File: src/rtl/regfile_hex_display.sv
// rtl/regfile_hex_display.sv - sweeps the 8x8 register file into a shadow copy and scans it onto an 8-digit hex display
module regfile_hex_display #(
  parameter int SCAN_DIV = 100000,
  parameter int CNT_W    = 17
) (
  input  logic       clk,
  input  logic       clr,
  input  logic [7:0] rd_q,
  output logic [2:0] rd_sel,
  input  logic       page,
  input  logic       hold,
  output logic [7:0] led_en,
  output logic [7:0] seg
);

  logic [2:0]       rd_ptr;
  logic [7:0]       shadow [8];
  logic [CNT_W-1:0] div_cnt;
  logic [2:0]       digit;
  logic             tick;
  logic [2:0]       reg_idx;
  logic [3:0]       nibble;
  logic [6:0]       seg_bits;
  logic             dp;

  // Active-low segment pattern {g,f,e,d,c,b,a}
  function automatic logic [6:0] hex7(input logic [3:0] n);
    case (n)
      4'h0: hex7 = 7'h40;
      4'h1: hex7 = 7'h79;
      4'h2: hex7 = 7'h24;
      4'h3: hex7 = 7'h30;
      4'h4: hex7 = 7'h19;
      4'h5: hex7 = 7'h12;
      4'h6: hex7 = 7'h02;
      4'h7: hex7 = 7'h78;
      4'h8: hex7 = 7'h00;
      4'h9: hex7 = 7'h10;
      4'hA: hex7 = 7'h08;
      4'hB: hex7 = 7'h03;
      4'hC: hex7 = 7'h46;
      4'hD: hex7 = 7'h21;
      4'hE: hex7 = 7'h06;
      4'hF: hex7 = 7'h0E;
      default: hex7 = 7'h7F;
    endcase
  endfunction

  assign rd_sel   = rd_ptr;
  assign tick     = (div_cnt == CNT_W'(SCAN_DIV - 1));
  assign reg_idx  = {page, digit[2:1]};
  assign nibble   = digit[0] ? shadow[reg_idx][7:4] : shadow[reg_idx][3:0];
  assign seg_bits = hex7(nibble);
  assign dp       = ~(page & digit[0]);

  always_ff @(posedge clk or posedge clr) begin
    if (clr) begin
      rd_ptr  <= 3'd0;
      div_cnt <= '0;
      digit   <= 3'd0;
      led_en  <= 8'hFF;
      seg     <= 8'hFF;
      for (int i = 0; i < 8; i++) shadow[i] <= 8'h00;
    end else begin
      if (!hold) begin
        shadow[rd_ptr] <= rd_q;
        rd_ptr         <= rd_ptr + 3'd1;
      end
      div_cnt <= tick ? '0 : div_cnt + CNT_W'(1);
      if (tick) digit <= digit + 3'd1;
      // Outputs use the pre-edge digit and shadow, so rd_q never bypasses to seg
      led_en <= ~(8'b1 << digit);
      seg    <= {dp, seg_bits};
    end
  end

endmodule

File: config.mk
export PLATFORM = sky130hd
export DESIGN_NAME = regfile_hex_display
export DESIGN_NICKNAME = d
export VERILOG_FILES = /design/src/rtl/regfile_hex_display.sv
export SDC_FILE = /design/constraint.sdc
export NUM_CORES = 1
export LEC_CHECK = 0
export ABC_AREA = 1
export CORE_ASPECT_RATIO = 1.1
export CORE_MARGIN = 3
export CORE_UTILIZATION = 40
export CTS_BUF_LIST = sky130_fd_sc_hd__clkbuf_4
export DETAILED_ROUTE_END_ITERATION = 8
export GPL_ROUTABILITY_DRIVEN = 0
export PLACE_DENSITY = 0.67
export SYNTH_ARGS = -nofsm -noshare
export SYNTH_HDL_FRONTEND = slang
export SYNTH_SLANG_ARGS = --single-unit
File: constraint.sdc
create_clock -name clk -period 8.8 [get_ports clk]
set_clock_uncertainty 0.2 [all_clocks]
set_input_delay 1.32 -clock clk [delete_from_list [all_inputs] [get_ports clk]]
set_output_delay 1.32 -clock clk [all_outputs]
set_load 0.02 [all_outputs]
# Word level (Yosys, flattened, before mapping)
# Memory sizes are Yosys's and may differ from the RTL's. A register that Yosys moved wholly into a read port is not among the register bits.
# Cells that the tools add are included.
dict set report totals {
  regBits 103
  romBits 112
  in_bits 12
  out_inout_bits 19
  word_cells 36
  n_memories 1
}
dict set report classes {
  n_addsub 3
  order_cmp 3
  eq_ne 1
  n_shift 1
  mux 8
  n_bitwise 5
  n_reduce_logical 1
}
# name words width rd rd_ports_with_merged_regs write_ports line_no
set memory_table {}
lappend memory_table {{(name not given)} 16 7 1 1 0 28} ;# case (n)
# cell n
set op_table {}
lappend op_table {{$bwmux 64} 1}
lappend op_table {{$bmux 8 s3} 1}
lappend op_table {{$demux 8 s3} 1}
lappend op_table {{$mux 8} 3}
lappend op_table {{$add 17x1->17 const B} 1}
lappend op_table {{$eq 17x17->1 const B} 1}
lappend op_table {{$mux 17} 1}
lappend op_table {{$ge 4x4->1 const B} 2}
lappend op_table {{$not 3->4} 2}
lappend op_table {{$not 8->8} 1}
lappend op_table {{$shl 1x3->8 const A} 1}
lappend op_table {{$add 3x1->3 const B} 2}
lappend op_table {{$lt 4x1->1 const B} 1}
lappend op_table {{$mux 4} 1}
lappend op_table {{$and 1x1->1} 1}
lappend op_table {{$logic_and 1x1->1} 1}
lappend op_table {{$not 1->1} 1}

# Longest topological paths before layout
dict set report logic_depth {
  depth_word 6
  ltp_mapped 16
  mapped_depth_nobuf 15
}

# Least setup slack after synthesis
# No wires, ideal clock.
dict set report synth_timing {
  path_type {input port to flip-flop}
  from {in page}
  to {reg seg[3]}
  setup_ns 0.076
  t_arrival_ns 2.503
  t_required_ns 8.524
  slack_ns 6.021
  path_stages 12
  path_buffers 1
  path_cell_list {buf_2 > nor2_1 > nand2_1 > nand2_1 > inv_1 > nand2_1 > inv_2 > ha_1 > inv_1 > nand3_1 > nand3_1 > nand2_1}
}
dict set report synth_via {
  elab_chain_cells 5
}
# element line_no
set synth_rtl {}
lappend synth_rtl {{start, declared} 10} ;# input logic page,
lappend synth_rtl {{$not 3->4 (not written as such)} 52} ;# assign nibble = digit[0] ? shadow[reg_idx][7:4] : shadow[reg_idx][3:0];
lappend synth_rtl {{$bmux 8 s3} 52}
lappend synth_rtl {{$mux 8 (not written as such) (2 in series)} 52}
lappend synth_rtl {{$mux 4} 52}
lappend synth_rtl {{end, declared} 13} ;# output logic [7:0] seg
# No other way between the ends. The select of a mux whose other input is x is not followed.
# A chain may end at the register's enable or synchronous reset.

# Final worst setup path
dict set report layout_timing {
  from {reg seg[7]}
  to {out seg[7]}
}
# element line_no
set layout_rtl {}
lappend layout_rtl {{start signal, assigned} 73} ;# seg <= {dp, seg_bits};
# No word-level cell between the ends.

==> metrics.txt <==
# TYPE chip_impl_metric gauge
chip_impl_metric{name="max_slew.worst_pin.slew",unit="ns"} 0.981
chip_impl_metric{name="critPathArrivalTime",unit="ns"} 1.63
chip_impl_metric{name="placed_cells_incl_taps",unit=""} 799
chip_impl_metric{name="synth_cells",unit=""} 632
chip_impl_metric{name="met1_global_route_usage",unit=""} 0.215
chip_impl_metric{name="detailedPlacementHpwl",unit="µm"} 7360
chip_impl_metric{name="post_route_cells_drive_above_1_share",unit=""} 0.0666
chip_impl_info{name="hold_path_startpoint",value="div_cnt[0]$_DFF_PP0_"} 1
chip_impl_metric{name="maxCapViolations",unit=""} 0
chip_impl_metric{name="design_power_total",unit="W"} 0.00143
chip_impl_info{name="r2r-end",value="seg[3]$_DFF_PP1_"} 1
chip_impl_metric{name="cpPeakStageDelay",unit="ns"} 0.60
chip_impl_metric{name="grt_util_met2",unit=""} 0.264
chip_impl_metric{name="max_freq",unit="GHz"} 0.318
chip_impl_metric{name="wl_per_cell",unit="µm"} 13.3
chip_impl_metric{name="largest_net_degree_at_the_start_of_global_routing",unit=""} 81
chip_impl_metric{name="area_added_between_synthesis_and_finish",unit="%"} 11.2
chip_impl_info{name="critical-path-slowest-cell",value="clkdlybuf4s50_1"} 1
chip_impl_metric{name="drt_wl_total",unit="µm"} 10900
chip_impl_metric{name="setup_tns",unit="ns"} 0
chip_impl_info{name="critPathTopFamily",value="buffers and inverters"} 1
chip_impl_metric{name="antenna_fix_cells",unit=""} 0
chip_impl_metric{name="die_height",unit="µm"} 123
chip_impl_metric{name="clock_tree.buffer_depth",unit=""} 2
chip_impl_metric{name="post_layout_nonfiller_instances",unit=""} 815
chip_impl_metric{name="num-fill-cells",unit=""} 1154
chip_impl_metric{name="hold_path_depth",unit=""} 1
chip_impl_metric{name="clk_pin_slew_worst_paths",unit="ns"} 0.15
chip_impl_metric{name="antenna_left",unit=""} 0
chip_impl_metric{name="htree_levels",unit=""} 3
chip_impl_info{name="worst_setup_end_kind",value="output pin"} 1
chip_impl_info{name="start_kind",value="register"} 1
chip_impl_metric{name="worst_slew_slack_as_a_fraction_of_its_limit",unit=""} 0.346
chip_impl_metric{name="ctsResizeCount",unit=""} 0
chip_impl_metric{name="fp.dieArea",unit="µm²"} 13900
chip_impl_metric{name="floorplan.rows",unit=""} 42
chip_impl_metric{name="synth_top_area_share",unit=""} 0.434
chip_impl_metric{name="die_width",unit="µm"} 113
chip_impl_metric{name="finalHoldViolations",unit=""} 0
chip_impl_metric{name="r2r_setup_slack",unit="ns"} 5.85
chip_impl_info{name="status",value="completed"} 1
chip_impl_metric{name="power.ir.vdd_worst",unit="µV"} 106
chip_impl_metric{name="num_io_pins",unit=""} 31
chip_impl_info{name="mostFrequentLayoutCells",value="nand2_1, dfrtp_1, o21ai_0"} 1
chip_impl_metric{name="gr-usage-all-layers",unit=""} 0.164
chip_impl_metric{name="grtUsageMet3",unit=""} 0.0225
chip_impl_metric{name="cp.depth",unit=""} 1
chip_impl_metric{name="power.density",unit="nW/µm²"} 256
chip_impl_info{name="synth_top_area_cell",value="dfrtp_1"} 1
chip_impl_metric{name="internal_power",unit="W"} 0.000928
chip_impl_info{name="worst_hold_path.endpoint",value="div_cnt[0]$_DFF_PP0_"} 1
chip_impl_metric{name="worst_ep_required_time",unit="ns"} 7.28
chip_impl_metric{name="path_buf_inv",unit=""} 1
chip_impl_metric{name="post-cts-setup-buffer-count",unit=""} 0
chip_impl_metric{name="initial_utilization",unit=""} 0.413
chip_impl_metric{name="r2r_cells",unit=""} 13
chip_impl_info{name="grt_setup_unrepaired",value="false"} 1
chip_impl_metric{name="vias",unit=""} 4137
chip_impl_metric{name="setup_violations",unit=""} 0
chip_impl_metric{name="min_period_over_period",unit=""} 0.358
chip_impl_metric{name="detail_route.drc_violations",unit=""} 0
chip_impl_metric{name="power.share.sequential",unit=""} 0.502
chip_impl_info{name="cts_tree",value="done"} 1
chip_impl_metric{name="ys_warn_count",unit=""} 0
chip_impl_metric{name="fp.coreArea",unit="µm²"} 12100
chip_impl_metric{name="postLayoutCellArea",unit="µm²"} 5580
chip_impl_metric{name="synthesis.nets",unit=""} 658
chip_impl_metric{name="combPwrFrac",unit=""} 0.310
chip_impl_metric{name="post_cts_hold_buffer_count",unit=""} 0
chip_impl_metric{name="p_clk_frac",unit=""} 0.188
chip_impl_metric{name="synth-seq-area-share",unit=""} 0.518
chip_impl_metric{name="postSynthAreaPerCell",unit="µm²"} 7.94
chip_impl_info{name="ctsRootBufferMaster",value="clkbuf_4"} 1
chip_impl_info{name="synth.top_cells.by_area",value="dfrtp_1, nand2_1, dfstp_2, o21ai_0, inv_1"} 1
chip_impl_metric{name="power_switching",unit="W"} 0.000500
chip_impl_metric{name="detailed_place.area",unit="µm²"} 5420
chip_impl_metric{name="p_leak",unit="nW"} 2.78
chip_impl_metric{name="path_max_fanout",unit=""} 1
chip_impl_metric{name="drv_slew",unit=""} 0
chip_impl_metric{name="switching_part_of_the_total",unit=""} 0.350
chip_impl_metric{name="cell_area_after_technology_mapping",unit="µm²"} 5020
chip_impl_metric{name="grt_pass1_vias",unit=""} 3926
chip_impl_metric{name="port_buffers",unit=""} 30
chip_impl_metric{name="cts-buffers-inserted",unit=""} 9
chip_impl_metric{name="number_of_nets_in_the_finished_design",unit=""} 682
chip_impl_metric{name="first_pass_iters",unit=""} 5
chip_impl_metric{name="first_pass_grt_wire_length",unit="µm"} 18300
chip_impl_info{name="list_of_cells_traversed_by_the_critical_path",value="clkdlybuf4s50_1"} 1
chip_impl_metric{name="synth.distinct_cells",unit=""} 25
chip_impl_metric{name="ys_seq_elements",unit=""} 103
chip_impl_info{name="timing_worst_setup_path_type",value="reg -> out"} 1
chip_impl_metric{name="timing.final.crit_period",unit="ns"} 3.15
chip_impl_metric{name="grt_antenna_before_repair",unit=""} 0
chip_impl_metric{name="skew_pair_late_insertion_delay",unit="ns"} 0.46
chip_impl_metric{name="via_density",unit=""} 5.08
chip_impl_metric{name="cts.sink_count",unit=""} 103
chip_impl_info{name="grt_busiest_layer",value="met2"} 1
chip_impl_info{name="worst_hold_path_type",value="reg -> reg"} 1
chip_impl_info{name="final_common_cell",value="nand2_1"} 1
chip_impl_metric{name="initialDrtViolationCount",unit=""} 336
chip_impl_info{name="reg2reg_from",value="digit[2]$_DFFE_PP0N_"} 1
chip_impl_metric{name="grt_overflow",unit=""} 0
[worst register-to-register path: stages (launching register included)]
cell and delay, ns:
dfrtp_1 0.99, inv_2 0.43, nand3_1 0.20, nand2_1 0.11
nand2_1 0.07, nand2_1 0.05, inv_1 0.04, nand2_1 0.12
inv_2 0.12, ha_1 0.25, inv_1 0.08, nand3_1 0.08
nand3_1 0.08, nand2_1 0.07
[cells by family after synthesis]
group / after synthesis / synth area share
AOI/OAI and AO/OA: 86 / 0.0883
xor gates and xnor gates: 11 / 0.0192
adders and majority gates: 14 / 0.0349
buffers and inverters: 96 / 0.0786
DFF: 103 / 0.518
and+or+nand+nor: 322 / 0.261
[worst max path at each step]
stage / slack, ns / from / to
after floorplan: 4.60 / clr / digit[0]$_DFFE_PP0N_
after global placement: 5.41 / page / seg[3]$_DFF_PP1_
after detailed placement: 5.30 / page / seg[3]$_DFF_PP1_
after CTS: 5.63 / seg[7]$_DFF_PP1_ / seg[7]
after global routing: 5.58 / digit[2]$_DFFE_PP0N_ / seg[3]$_DFF_PP1_
final: 5.65 / seg[7]$_DFF_PP1_ / seg[7]
[per-stage QoR]
step / util / setup WS, ns / hold WS [ns]
finish: 0.459 / 5.65 / 0.277
global route: 0.459 / 5.58 / 0.319
CTS: 0.459 / 5.63 / 0.281
detailed placement: 0.447 / 5.30 / 0.262
global placement: 0.447 / 5.41 / 0.244
floorplan: - / 4.60 / 0.232
[Yosys cell counts, drive strengths merged]
library cell  number
a21oi              4
buf               11
clkbuf             8
dfrtp             87
dfstp             16
ha                14
inv               77
nand2            217
nand3             44
nand3b             2
nand4              3
nor2              46
nor3               5
nor4               5
o211a              1
o21ai             81
xnor2              1
xor2              10
[flip-flops by register name, summed over array words and instances, names as in the netlist]
| signal | cells |
|---|---|
| shadow | 64 |
| div_cnt | 17 |
| led_en | 8 |
| seg | 8 |
| digit | 3 |
| rd_sel | 3 |
[area by class of cell]
class	count	area, µm²	area share
sequential	103	2600	0.466
multi-input combinational	433	2020	0.363
timing repair buffer	32	315	0.0565
inverter	77	292	0.0523
tap	154	193	0.0346
clock buffer	11	82.6	0.0148
clock inverter	5	72.6	0.0130
[power groups by stage]
stage | Clock (W) | Sequential (W) | Combinational [W]
after floorplan | 0 | 0.000738 | 0.000296
after global placement | 0 | 0.000719 | 0.000430
after detailed placement | 0 | 0.000725 | 0.000445
after CTS | 0.000274 | 0.000716 | 0.000447
after global routing | 0.000293 | 0.000737 | 0.000515
final | 0.000268 | 0.000717 | 0.000443
[per-layer routing]
| layer | share of wire | vias up | wire length, µm |
|---|---|---|---|
| li1 | - | 2035 | - |
| met3 | 0.049 | 26 | 532 |
| met4 | 0.031 | 0 | 335 |
| met5 | 0 | - | 0 |
| met1 | 0.45 | 1949 | 4900 |
| met2 | 0.47 | 127 | 5110 |
(Power assumes the default switching activity.)
